### config.mk
export PLATFORM = sky130hd
export DESIGN_NAME = systolic_3by3_ctrl
export DESIGN_NICKNAME = d
export VERILOG_FILES = /design/src/rtl/systolic_3by3_ctrl_pkg.sv /design/src/rtl/systolic_skew_feeder.sv /design/src/rtl/systolic_3by3_ctrl.sv
export SDC_FILE = /design/constraint.sdc
export NUM_CORES = 1
export LEC_CHECK = 0
export CAP_MARGIN = 20
export CORE_AREA = 2 2 139 141
export DETAILED_ROUTE_END_ITERATION = 8
export DIE_AREA = 0 0 141 143
export PLACE_DENSITY_LB_ADDON = 0.12
export SLEW_MARGIN = 15
export SYNTH_ARGS = -nofsm -noshare
export SYNTH_HDL_FRONTEND = slang
export SYNTH_SLANG_ARGS = --single-unit
### constraint.sdc
create_clock -name clk -period 4 [get_ports clk]
set_clock_uncertainty 0.15 [all_clocks]
set_input_delay 0.8 -clock clk [delete_from_list [all_inputs] [get_ports clk]]
set_output_delay 0.8 -clock clk [all_outputs]
set_load 0.01 [all_outputs]
### src/rtl/systolic_3by3_ctrl_pkg.sv
`default_nettype none
// ============================================================================
//  Module      : systolic_3by3_ctrl_pkg
//  Description : Shared types and schedule constants for the 3x3
//                weight-stationary systolic array sequencer. The array
//                wrapper and the bench import the default capture schedule
//                from here, so all three agree on when each result appears.
//  Revision    : 1.0 - initial release
// ============================================================================
package systolic_3by3_ctrl_pkg;

    // Sequencer states
    typedef enum logic [2:0] {
        ST_IDLE  = 3'd0,
        ST_LOAD  = 3'd1,
        ST_CLEAR = 3'd2,
        ST_RUN   = 3'd3,
        ST_DONE  = 3'd4
    } state_e;

    localparam int DIM          = 3;            // array edge length
    localparam int NUM_OPERANDS = 18;           // B weights followed by A rows
    localparam int NUM_W        = 9;            // number of B weights
    localparam int NUM_A        = 9;            // number of A elements
    localparam int IDX_W        = 5;            // holds 0..NUM_OPERANDS-1

    // Default operand width and capture schedule of the array
    localparam int DEF_DW      = 8;
    localparam int DEF_CAP_C22 = 5;
    localparam int DEF_CAP_C21 = 6;
    localparam int DEF_CAP_C12 = 9;
    localparam int DEF_CAP_C11 = 10;

    // Capture cycles must be distinct and strictly increasing, C11 last.
    function automatic bit caps_legal(input int c22, input int c21,
                                      input int c12, input int c11);
        return (c22 >= 0) && (c22 < c21) && (c21 < c12) && (c12 < c11);
    endfunction

endpackage : systolic_3by3_ctrl_pkg
`default_nettype wire

### src/rtl/systolic_skew_feeder.sv
`default_nettype none
// ============================================================================
//  Module      : systolic_skew_feeder
//  Description : Holds the A operand matrix and drives the three array row
//                inputs with a one-cycle-per-row skew. Lane k (0-based)
//                carries column k of A, row r appearing at run cycle r+k.
//                Outputs are registered from the next-cycle run index, so
//                the value presented during run cycle t is the one for t.
//  Revision    : 1.0 - initial release
//
//  Ports
//    clk        in   clock
//    rst        in   asynchronous reset, active low
//    a_we_i     in   write strobe for the A buffer
//    a_idx_i    in   A element index, row-major 0..8
//    a_data_i   in   A element value
//    drive_i    in   next cycle is a RUN cycle (otherwise lanes go to 0)
//    t_i        in   run cycle index of the next cycle
//    left1_o    out  row input 1 of the array (A column 1)
//    left2_o    out  row input 2 of the array (A column 2)
//    left3_o    out  row input 3 of the array (A column 3)
// ============================================================================
module systolic_skew_feeder
    import systolic_3by3_ctrl_pkg::*;
#(
    parameter int DW = DEF_DW,
    parameter int TW = 4
) (
    input  logic          clk,
    input  logic          rst,
    input  logic          a_we_i,
    input  logic [3:0]    a_idx_i,
    input  logic [DW-1:0] a_data_i,
    input  logic          drive_i,
    input  logic [TW-1:0] t_i,
    output logic [DW-1:0] left1_o,
    output logic [DW-1:0] left2_o,
    output logic [DW-1:0] left3_o
);

    logic [DW-1:0] a_q    [NUM_A];
    logic [DW-1:0] left_d [DIM];
    logic [DW-1:0] left_q [DIM];

    always_ff @(posedge clk or negedge rst) begin
        if (!rst) begin
            for (int i = 0; i < NUM_A; i++) a_q[i] <= '0;
        end else begin
            for (int i = 0; i < NUM_A; i++) begin
                if (a_we_i && (a_idx_i == 4'(i))) a_q[i] <= a_data_i;
            end
        end
    end

    // Lane k shows A[r][k] when the next run index equals r+k; any index
    // outside the three-row window (and any non-RUN cycle) yields zero.
    always_comb begin
        for (int k = 0; k < DIM; k++) begin
            left_d[k] = '0;
            for (int r = 0; r < DIM; r++) begin
                if (drive_i && (t_i == TW'(r + k))) left_d[k] = a_q[r*DIM + k];
            end
        end
    end

    always_ff @(posedge clk or negedge rst) begin
        if (!rst) begin
            for (int k = 0; k < DIM; k++) left_q[k] <= '0;
        end else begin
            for (int k = 0; k < DIM; k++) left_q[k] <= left_d[k];
        end
    end

    assign left1_o = left_q[0];
    assign left2_o = left_q[1];
    assign left3_o = left_q[2];

endmodule : systolic_skew_feeder
`default_nettype wire

### src/rtl/systolic_3by3_ctrl.sv
`default_nettype none
// ============================================================================
//  Module      : systolic_3by3_ctrl
//  Description : Sequencer for the 3x3 weight-stationary systolic array.
//                Collects an 18-byte operand stream (B weights then A rows),
//                holds B on the weight ports, clears the array for one cycle,
//                streams A with row skew, captures the array column sum at
//                fixed run cycles into C11..C22 and pulses done.
//  Revision    : 1.0 - initial release
//
//  Ports
//    clk              in   clock
//    rst              in   asynchronous reset, active low
//    in_valid         in   operand byte valid
//    in_data          in   operand byte (B11..B33 then A11..A33, row-major)
//    in_ready         out  byte accepted this cycle when in_valid is high
//    abort            in   synchronous abort back to IDLE
//    busy             out  high during CLEAR and RUN
//    done             out  one-cycle pulse when C11..C22 are valid
//    arr_rst_n        out  array reset, low for the single CLEAR cycle
//    B11..B33         out  weight operands held for the array
//    left1..left3     out  skewed A row inputs to the array
//    arr_out          in   array column-sum output
//    C11,C12,C21,C22  out  captured results
// ============================================================================
module systolic_3by3_ctrl
    import systolic_3by3_ctrl_pkg::*;
#(
    parameter int DW      = DEF_DW,
    parameter int CAP_C22 = DEF_CAP_C22,
    parameter int CAP_C21 = DEF_CAP_C21,
    parameter int CAP_C12 = DEF_CAP_C12,
    parameter int CAP_C11 = DEF_CAP_C11
) (
    input  logic          clk,
    input  logic          rst,
    input  logic          in_valid,
    input  logic [DW-1:0] in_data,
    output logic          in_ready,
    input  logic          abort,
    output logic          busy,
    output logic          done,
    output logic          arr_rst_n,
    output logic [DW-1:0] B11,
    output logic [DW-1:0] B12,
    output logic [DW-1:0] B13,
    output logic [DW-1:0] B21,
    output logic [DW-1:0] B22,
    output logic [DW-1:0] B23,
    output logic [DW-1:0] B31,
    output logic [DW-1:0] B32,
    output logic [DW-1:0] B33,
    output logic [DW-1:0] left1,
    output logic [DW-1:0] left2,
    output logic [DW-1:0] left3,
    input  logic [DW-1:0] arr_out,
    output logic [DW-1:0] C11,
    output logic [DW-1:0] C12,
    output logic [DW-1:0] C21,
    output logic [DW-1:0] C22
);

    // Run counter must at least reach 4 so the skew window (0..4) decodes.
    localparam int TW = ($clog2(CAP_C11 + 1) < 3) ? 3 : $clog2(CAP_C11 + 1);

    localparam logic [IDX_W-1:0] LAST_IDX  = IDX_W'(NUM_OPERANDS - 1);
    localparam logic [IDX_W-1:0] FIRST_A   = IDX_W'(NUM_W);
    localparam logic [TW-1:0]    T_C22     = TW'(CAP_C22);
    localparam logic [TW-1:0]    T_C21     = TW'(CAP_C21);
    localparam logic [TW-1:0]    T_C12     = TW'(CAP_C12);
    localparam logic [TW-1:0]    T_C11     = TW'(CAP_C11);

    if (!caps_legal(CAP_C22, CAP_C21, CAP_C12, CAP_C11)) begin : g_bad_caps
        $error("systolic_3by3_ctrl: capture cycles must be distinct and increasing");
    end

    state_e               state_q, state_d;
    logic [IDX_W-1:0]     idx_q, idx_d;
    logic [TW-1:0]        t_q, t_d;
    logic                 in_ready_q;
    logic [DW-1:0]        b_q [NUM_W];
    logic [DW-1:0]        c11_q, c12_q, c21_q, c22_q;
    logic                 accept;
    logic                 a_we;
    logic [3:0]           a_idx;

    // Abort takes priority over a handshake in the same cycle.
    assign accept = in_valid && in_ready_q && !abort;

    // ---------------------------------------------------------------- FSM
    always_ff @(posedge clk or negedge rst) begin
        if (!rst) begin
            state_q <= ST_IDLE;
            idx_q   <= '0;
            t_q     <= '0;
        end else begin
            state_q <= state_d;
            idx_q   <= idx_d;
            t_q     <= t_d;
        end
    end

    always_comb begin
        state_d   = state_q;
        idx_d     = idx_q;
        t_d       = t_q;
        busy      = 1'b0;
        done      = 1'b0;
        arr_rst_n = 1'b1;

        case (state_q)
            ST_CLEAR: begin
                busy      = 1'b1;
                arr_rst_n = 1'b0;
            end
            ST_RUN:   busy = 1'b1;
            ST_DONE:  done = 1'b1;
            default:  ;
        endcase

        if (abort) begin
            state_d = ST_IDLE;
            idx_d   = '0;
            t_d     = '0;
        end else begin
            case (state_q)
                ST_IDLE: begin
                    if (accept) begin
                        idx_d   = IDX_W'(1);
                        state_d = ST_LOAD;
                    end
                end
                ST_LOAD: begin
                    if (accept) begin
                        if (idx_q == LAST_IDX) begin
                            idx_d   = '0;
                            state_d = ST_CLEAR;
                        end else begin
                            idx_d = idx_q + IDX_W'(1);
                        end
                    end
                end
                ST_CLEAR: begin
                    state_d = ST_RUN;
                    t_d     = '0;
                end
                ST_RUN: begin
                    if (t_q == T_C11) begin
                        state_d = ST_DONE;
                        t_d     = '0;
                    end else begin
                        t_d = t_q + TW'(1);
                    end
                end
                ST_DONE:  state_d = ST_IDLE;
                default: begin
                    state_d = ST_IDLE;
                    idx_d   = '0;
                    t_d     = '0;
                end
            endcase
        end
    end

    // in_ready is registered from the next state so it is low during reset
    // and never depends combinationally on in_valid.
    always_ff @(posedge clk or negedge rst) begin
        if (!rst) in_ready_q <= 1'b0;
        else      in_ready_q <= (state_d == ST_IDLE) || (state_d == ST_LOAD);
    end

    assign in_ready = in_ready_q;

    // ------------------------------------------------------------- B buffer
    always_ff @(posedge clk or negedge rst) begin
        if (!rst) begin
            for (int i = 0; i < NUM_W; i++) b_q[i] <= '0;
        end else begin
            for (int i = 0; i < NUM_W; i++) begin
                if (accept && (idx_q == IDX_W'(i))) b_q[i] <= in_data;
            end
        end
    end

    assign B11 = b_q[0];
    assign B12 = b_q[1];
    assign B13 = b_q[2];
    assign B21 = b_q[3];
    assign B22 = b_q[4];
    assign B23 = b_q[5];
    assign B31 = b_q[6];
    assign B32 = b_q[7];
    assign B33 = b_q[8];

    // ------------------------------------------------------- A buffer + skew
    assign a_we  = accept && (idx_q >= FIRST_A);
    assign a_idx = 4'(idx_q - FIRST_A);

    systolic_skew_feeder #(
        .DW (DW),
        .TW (TW)
    ) u_feeder (
        .clk      (clk),
        .rst      (rst),
        .a_we_i   (a_we),
        .a_idx_i  (a_idx),
        .a_data_i (in_data),
        .drive_i  (state_d == ST_RUN),
        .t_i      (t_d),
        .left1_o  (left1),
        .left2_o  (left2),
        .left3_o  (left3)
    );

    // ------------------------------------------------------------- capture
    // The sum is taken verbatim at the clock edge closing the capture cycle.
    always_ff @(posedge clk or negedge rst) begin
        if (!rst) begin
            c11_q <= '0;
            c12_q <= '0;
            c21_q <= '0;
            c22_q <= '0;
        end else if ((state_q == ST_RUN) && !abort) begin
            if (t_q == T_C22) c22_q <= arr_out;
            if (t_q == T_C21) c21_q <= arr_out;
            if (t_q == T_C12) c12_q <= arr_out;
            if (t_q == T_C11) c11_q <= arr_out;
        end
    end

    assign C11 = c11_q;
    assign C12 = c12_q;
    assign C21 = c21_q;
    assign C22 = c22_q;

endmodule : systolic_3by3_ctrl
`default_nettype wire
# Word-level counts from Yosys, hierarchy flattened
# Index checks and enable logic that the tools add are counted.
word_totals:
  reg_bits: 213
  output_inout_bits: 132
  inputBits: 20
  word_cells: 135
classes:
  magnitude_cmp: 1
  mux: 26
  eq_ne: 34
  n_addsub: 3
  reduce_logical: 42
ops:
  columns: ["cell", "n"]
  rows:
  - ["2-to-1 mux 8 bit", 9]
  - ["== test 4 x 3 -> 1 bit (second input constant)", 7]
  - ["logical AND 1 bit", 27]
  - ["== test 5 x 3 -> 1 bit (second input constant)", 4]
  - ["2-to-1 mux 5 bit", 4]
  - ["== test 4 x 2 -> 1 bit (second input constant)", 4]
  - ["2-to-1 mux 3 bit", 5]
  - ["one-hot mux 5 bit (3 select lines)", 1]
  - ["== test 4 bit (second input constant)", 3]
  - ["one-hot mux 3 bit (4 select lines)", 1]
  - ["== test 5 x 2 -> 1 bit (second input constant)", 2]
  - ["== test 3 x 2 -> 1 bit (second input constant)", 3]
  - ["== test 4 x 1 -> 1 bit (second input constant)", 2]
  - ["zero test 4 bit", 2]
  - ["2-to-1 mux 4 bit", 2]
  - ["one-hot mux 4 bit (2 select lines)", 1]
  - ["AND reduction 2 bit", 4]
  - ["== test 3 x 1 -> 1 bit (second input constant)", 2]
  - ["zero test 3 bit", 2]
  - ["inequality test 3 bit (second input constant)", 2]
  - ["OR reduction 3 bit", 2]
  - ["adder 5 x 1 -> 5 bit (second input constant)", 1]
  - ["== test 5 x 1 -> 1 bit (second input constant)", 1]
  - ["== test 5 x 4 -> 1 bit (second input constant)", 1]
  - ["other kinds (12)", 14]

# Depth between registers and ports, before layout
depth:
  word_depth: 10
  depth_mapped: 8
  mapped_depth_nobuf: 6

# By module
# A second synthesis with hierarchy kept.
unflattened:
  hier_cells: 610
  hier_area_um2: 9172.5
modules_own_cells:
  columns: ["module", "area_per_inst_um2", "cells_each", "instances", "seq_area_each_um2"]
  rows:
  - ["systolic_3by3_ctrl", 5146.2, 336, 1, 2927.8]
  - ["systolic_skew_feeder", 4026.4, 274, 1, 2402.3]

# Worst setup path before layout
# No wires, ideal clock.
synth_timing:
  kind: "input -> register"
  from: "input port abort"
  to: "register c12_q[0], in the netlist C12[0]"
  setup_ns: 0.127
  stages: 4
  slack_ns: 1.659
  required_ns: 3.723
  arrival_time_ns: 2.063
  cell_sequence: "buf_1 -> or4b_1 -> clkbuf_1 -> mux2_1"
synth_via:
  elab_chain_cells: 3
synth_rtl:
  columns: ["item", "line_no", "source"]
  rows:
  - ["from (decl)", "systolic_3by3_ctrl.sv:40", "input logic abort,"]
  - ["zero test 1 bit", "systolic_3by3_ctrl.sv:223", "end else if ((state_q == ST_RUN) && !abort) begin"]
  - ["logical AND 1 bit", "systolic_3by3_ctrl.sv:223", null]
  - ["AND reduction 2 bit (no line)", null, null]
  - ["to (signal assigned)", "systolic_3by3_ctrl.sv:226", "if (t_q == T_C12) c12_q <= arr_out;"]
  - ["to (decl)", "systolic_3by3_ctrl.sv:82", "logic [DW-1:0] c11_q, c12_q, c21_q, c22_q;"]
# Every way passes these cells.
# A chain may end at the register's enable or synchronous reset.

# Worst setup path in the final report
layout_timing:
  from: "register state_q[0]"
  to: "output port done"
layout_via:
  elab_chain_cells: 2
layout_rtl:
  columns: ["item", "line_no", "source"]
  rows:
  - ["from (decl)", "systolic_3by3_ctrl.sv:77", "state_e state_q, state_d;"]
  - ["from (signal assigned)", "systolic_3by3_ctrl.sv:97", "state_q <= state_d;"]
  - ["== test 3 bit", "systolic_3by3_ctrl.sv:111", "case (state_q)"]
  - ["2-to-1 mux 1 bit", "systolic_3by3_ctrl.sv:111", null]
  - ["to (decl)", "systolic_3by3_ctrl.sv:42", "output logic done,"]
# Every way passes these cells.

==> run_results.csv <==
group,metric,value,unit
timing,setup_tns,0,ns
synth,muxShareOfSynthArea,24.6,%
clocking,clk_path_buf_depth,3,
timing,slew_viol_final,0,
global_routing,grt_max_degree,93,
timing,grt_setup_unrepaired,"false",
synth,avgSynthCellArea,14.2,um^2
clocking,numClockSinks,213,
synth,synth-compound-area-share,5.27,%
global_routing,grt_pass1_vias,6083,
floorplanning,pin_count,152,
critical_path,crit_chain,"inv_1, and3_1, clkdlybuf4s50_1",
flow_run,drv_cap,0,
synth,synth_simple_gate_area_share,6.27,%
detailed_routing,drt_iter0_drc,327,
layout,design_area,0.0113,mm^2
critical_path,critPathLaunch,"state_q[0]",
placed_design,dp_hpwl,13900,um
timing,relSlewSlack,29.9,%
synth,ys.flop_type,"dfrtp_1",
timing,period_share,73.0,%
critical_path,endpoint_kind,"output port",
synth,yosys_warnings,0,
power,ir_drop,0.303,mV
detailed_routing,drtAntennaViolNets,0,
floorplanning,die_x,141,um
critical_path,crit_type,"reg -> out",
clocking,htreeDepth,1,
global_routing,grt_usage,21.1,%
clocking,ctsResizeCount,0,
synth,synth_edf_count,0,
synth,synthXorXnorAreaFrac,0.497,%
layout,layout_common_cells,"dfrtp_1 (213), clkdlybuf4s50_1 (150), mux2_2 (113)",
clocking,cts_buffers,23,
synth,ys_types,57,
detailed_routing,drt-total-wl,20800,um
detailed_routing,first_pass_iters,4,
synth,synth_nets,647,
layout,syn_to_final_growth,28.4,%
timing,fmax,343,MHz
status,status,"complete, no violations",
critical_path,crit_fanout,11,
detailed_routing,wl_per_cell,20.3,um
floorplanning,fp.coreArea,0.0186,mm^2
worst_hold_path,worstHoldPathType,"in -> async",
clocking,clockRootBuffer,"clkbuf_16",
timing,fin_crit,2.92,ns
global_routing,grt_remaining_overflow,0,
clocking,hold_buffers,0,
critical_path,crit_required,3.05,ns
synth,async_flop_share,100,%
detailed_routing,drc,0,
critical_path,timing.rr.start,"idx_q[0]",
placed_design,gp_congestion,0.873,
detailed_routing,route.vias.total,5606,
synth,seq_area_frac_synth,60.5,%
critical_path,arrival,1.97,ns
power,p_leak,5.35,nW
synth,synth_top_family_by_area,"multiplexers",
power,powerDensity,434,mW/mm^2
critical_path,rrSetupSlack,1.30,ns
global_routing,grt_pass1_wl,33500,um
timing,whs,0.183,ns
synth,ys_seq_elements,213,
critical_path,slowest_delay,0.56,ns
floorplanning,dieArea,0.0202,mm^2
layout,antennaDiodeCount,0,
layout,layout_commonest_cell,"dfrtp_1",
floorplanning,start_util,47.4,%
clocking,postCtsSetupRepairBufs,0,
floorplanning,rows,50,
critical_path,start_kind,"flip-flop",
timing,final-hold-violation-count,0,
placed_design,place_area,0.0105,mm^2
layout,layout-drive-gt1-share,21.6,%
clocking,cts_tree,"yes",
critical_path,slowest_stage,"dfrtp_1",
detailed_routing,via_per_inst,5.47,
timing,worstMarginPinSlew,1.05,ns
timing,finalSetupViolCount,0,
placed_design,port_buffers,151,
synth,synth_fa_ha_area_share,0.853,%
layout,layout.nets,800,
clocking,clk_latency,0.50,ns
global_routing,antenna_found_initial,1,
synth,synth_area,0.00880,mm^2
layout,fillerInstances,1431,
floorplanning,die_h,143,um
synth,synthCells,621,
clocking,clkTransAtPathRegs,0.06,ns
==> path summary, 6_finish.rpt <==
check,endpoint,cells past startpoint
worst max-delay path,done,3
worst min-delay path,B11[5],1
worst max register to register,u_feeder.a_q[57],6
min in group clk,u_feeder.left3_o[1],1
worst min register to register,u_feeder.left3_o[1],1
max in group asynchronous,B12[6],2
==> stage by stage <==
| step | power, W | setup slack, ns | std cells | util, % |
|---|---|---|---|---|
| after floorplan | 0.00250 | 1.66 | 621 | - |
| after global placement | 0.00281 | 0.981 | 983 | 56.7 |
| after detailed placement | 0.00282 | 0.952 | 983 | 56.7 |
| after CTS | 0.00497 | 1.07 | 1024 | 60.8 |
| after global routing | 0.00510 | 0.981 | 1024 | 60.8 |
| final | 0.00491 | 1.08 | 1024 | 60.8 |
==> routing by layer <==
metal / vias to the layer above / track usage, % / share of wire, %
met2: 174 / 36.1 / 49
met3: 32 / 3.69 / 5.5
met4: 0 / 4.84 / 1.7
met1: 2864 / 28.5 / 44
met5: - / 0 / 0
li1: 2536 / - / -
==> sequential cells by signal, indices dropped and copies added, names as in the netlist <==
signal	cells
in_ready	1
C12	8
B23	8
C11	8
B11	8
B12	8
u_feeder.a_q	72
C21	8
B22	8
B21	8
idx_q	5
u_feeder.left2_o	8
C22	8
state_q	3
u_feeder.left3_o	8
B33	8
u_feeder.left1_o	8
B32	8
t_q	4
B13	8
B31	8
==> logic make-up after synthesis <==
family,after synthesis
muxes,194
AOI/OAI and AO/OA,64
and+or+nand+nor,100
adders and majority gates,6
buffers and inverters,39
xor gates and xnor gates,5
DFF,213
==> power breakdown <==
part           total (W)  switching, W  internal [W]
registers        0.00231     0.0000592       0.00225
clock network    0.00213      0.000820       0.00131
logic           0.000467      0.000215      0.000252
total            0.00491       0.00109       0.00381
==> critical path, delay by kind of cell, from the launching register on <==
kind          cells  cell delay (ns)
buf+inv           2             0.69
flops             1             0.56
simple gates      1             0.22
==> layout make-up <==
type	instances	area, um^2	area share (%)
clock inverter	7	88.8	0.786
tap	234	293	2.59
multi-input combinational	369	3300	29.2
timing repair buffer	160	1580	14.0
sequential	213	5330	47.1
inverter	7	26.3	0.232
clock buffer	34	687	6.08
==> cells in the mapped netlist, types with 2 or more instances <==
| master | number | area [um^2] |
|---|---|---|
| o2bb2ai_1 | 8 | 70.1 |
| nand2b_1 | 2 | 12.5 |
| o21ai_0 | 6 | 30.0 |
| a22oi_1 | 10 | 75.1 |
| a211o_1 | 2 | 17.5 |
| nand2_1 | 36 | 135 |
| dfrtp_1 | 213 | 5330 |
| o31ai_1 | 2 | 15.0 |
| xor2_1 | 3 | 26.3 |
| ha_1 | 6 | 75.1 |
| and2_1 | 7 | 43.8 |
| a211oi_2 | 2 | 25.0 |
| or2_1 | 3 | 18.8 |
| mux2_2 | 113 | 1270 |
| nand3b_1 | 2 | 15.0 |
| o211ai_1 | 2 | 15.0 |
| mux2_1 | 64 | 721 |
| buf_2 | 17 | 85.1 |
| a21oi_1 | 16 | 80.1 |
| mux2i_1 | 17 | 170 |
| or3_1 | 2 | 12.5 |
| o22ai_1 | 8 | 50.1 |
| nor2b_1 | 5 | 31.3 |
| and3_1 | 2 | 12.5 |
| nand3_1 | 7 | 35.0 |
| nand4_1 | 2 | 12.5 |
| inv_1 | 7 | 26.3 |
| clkbuf_1 | 12 | 45.0 |
| nor2_1 | 13 | 48.8 |
| nor3_1 | 4 | 20.0 |
| xnor2_1 | 2 | 17.5 |
No activity file was read; power rests on OpenSTA's default activity.
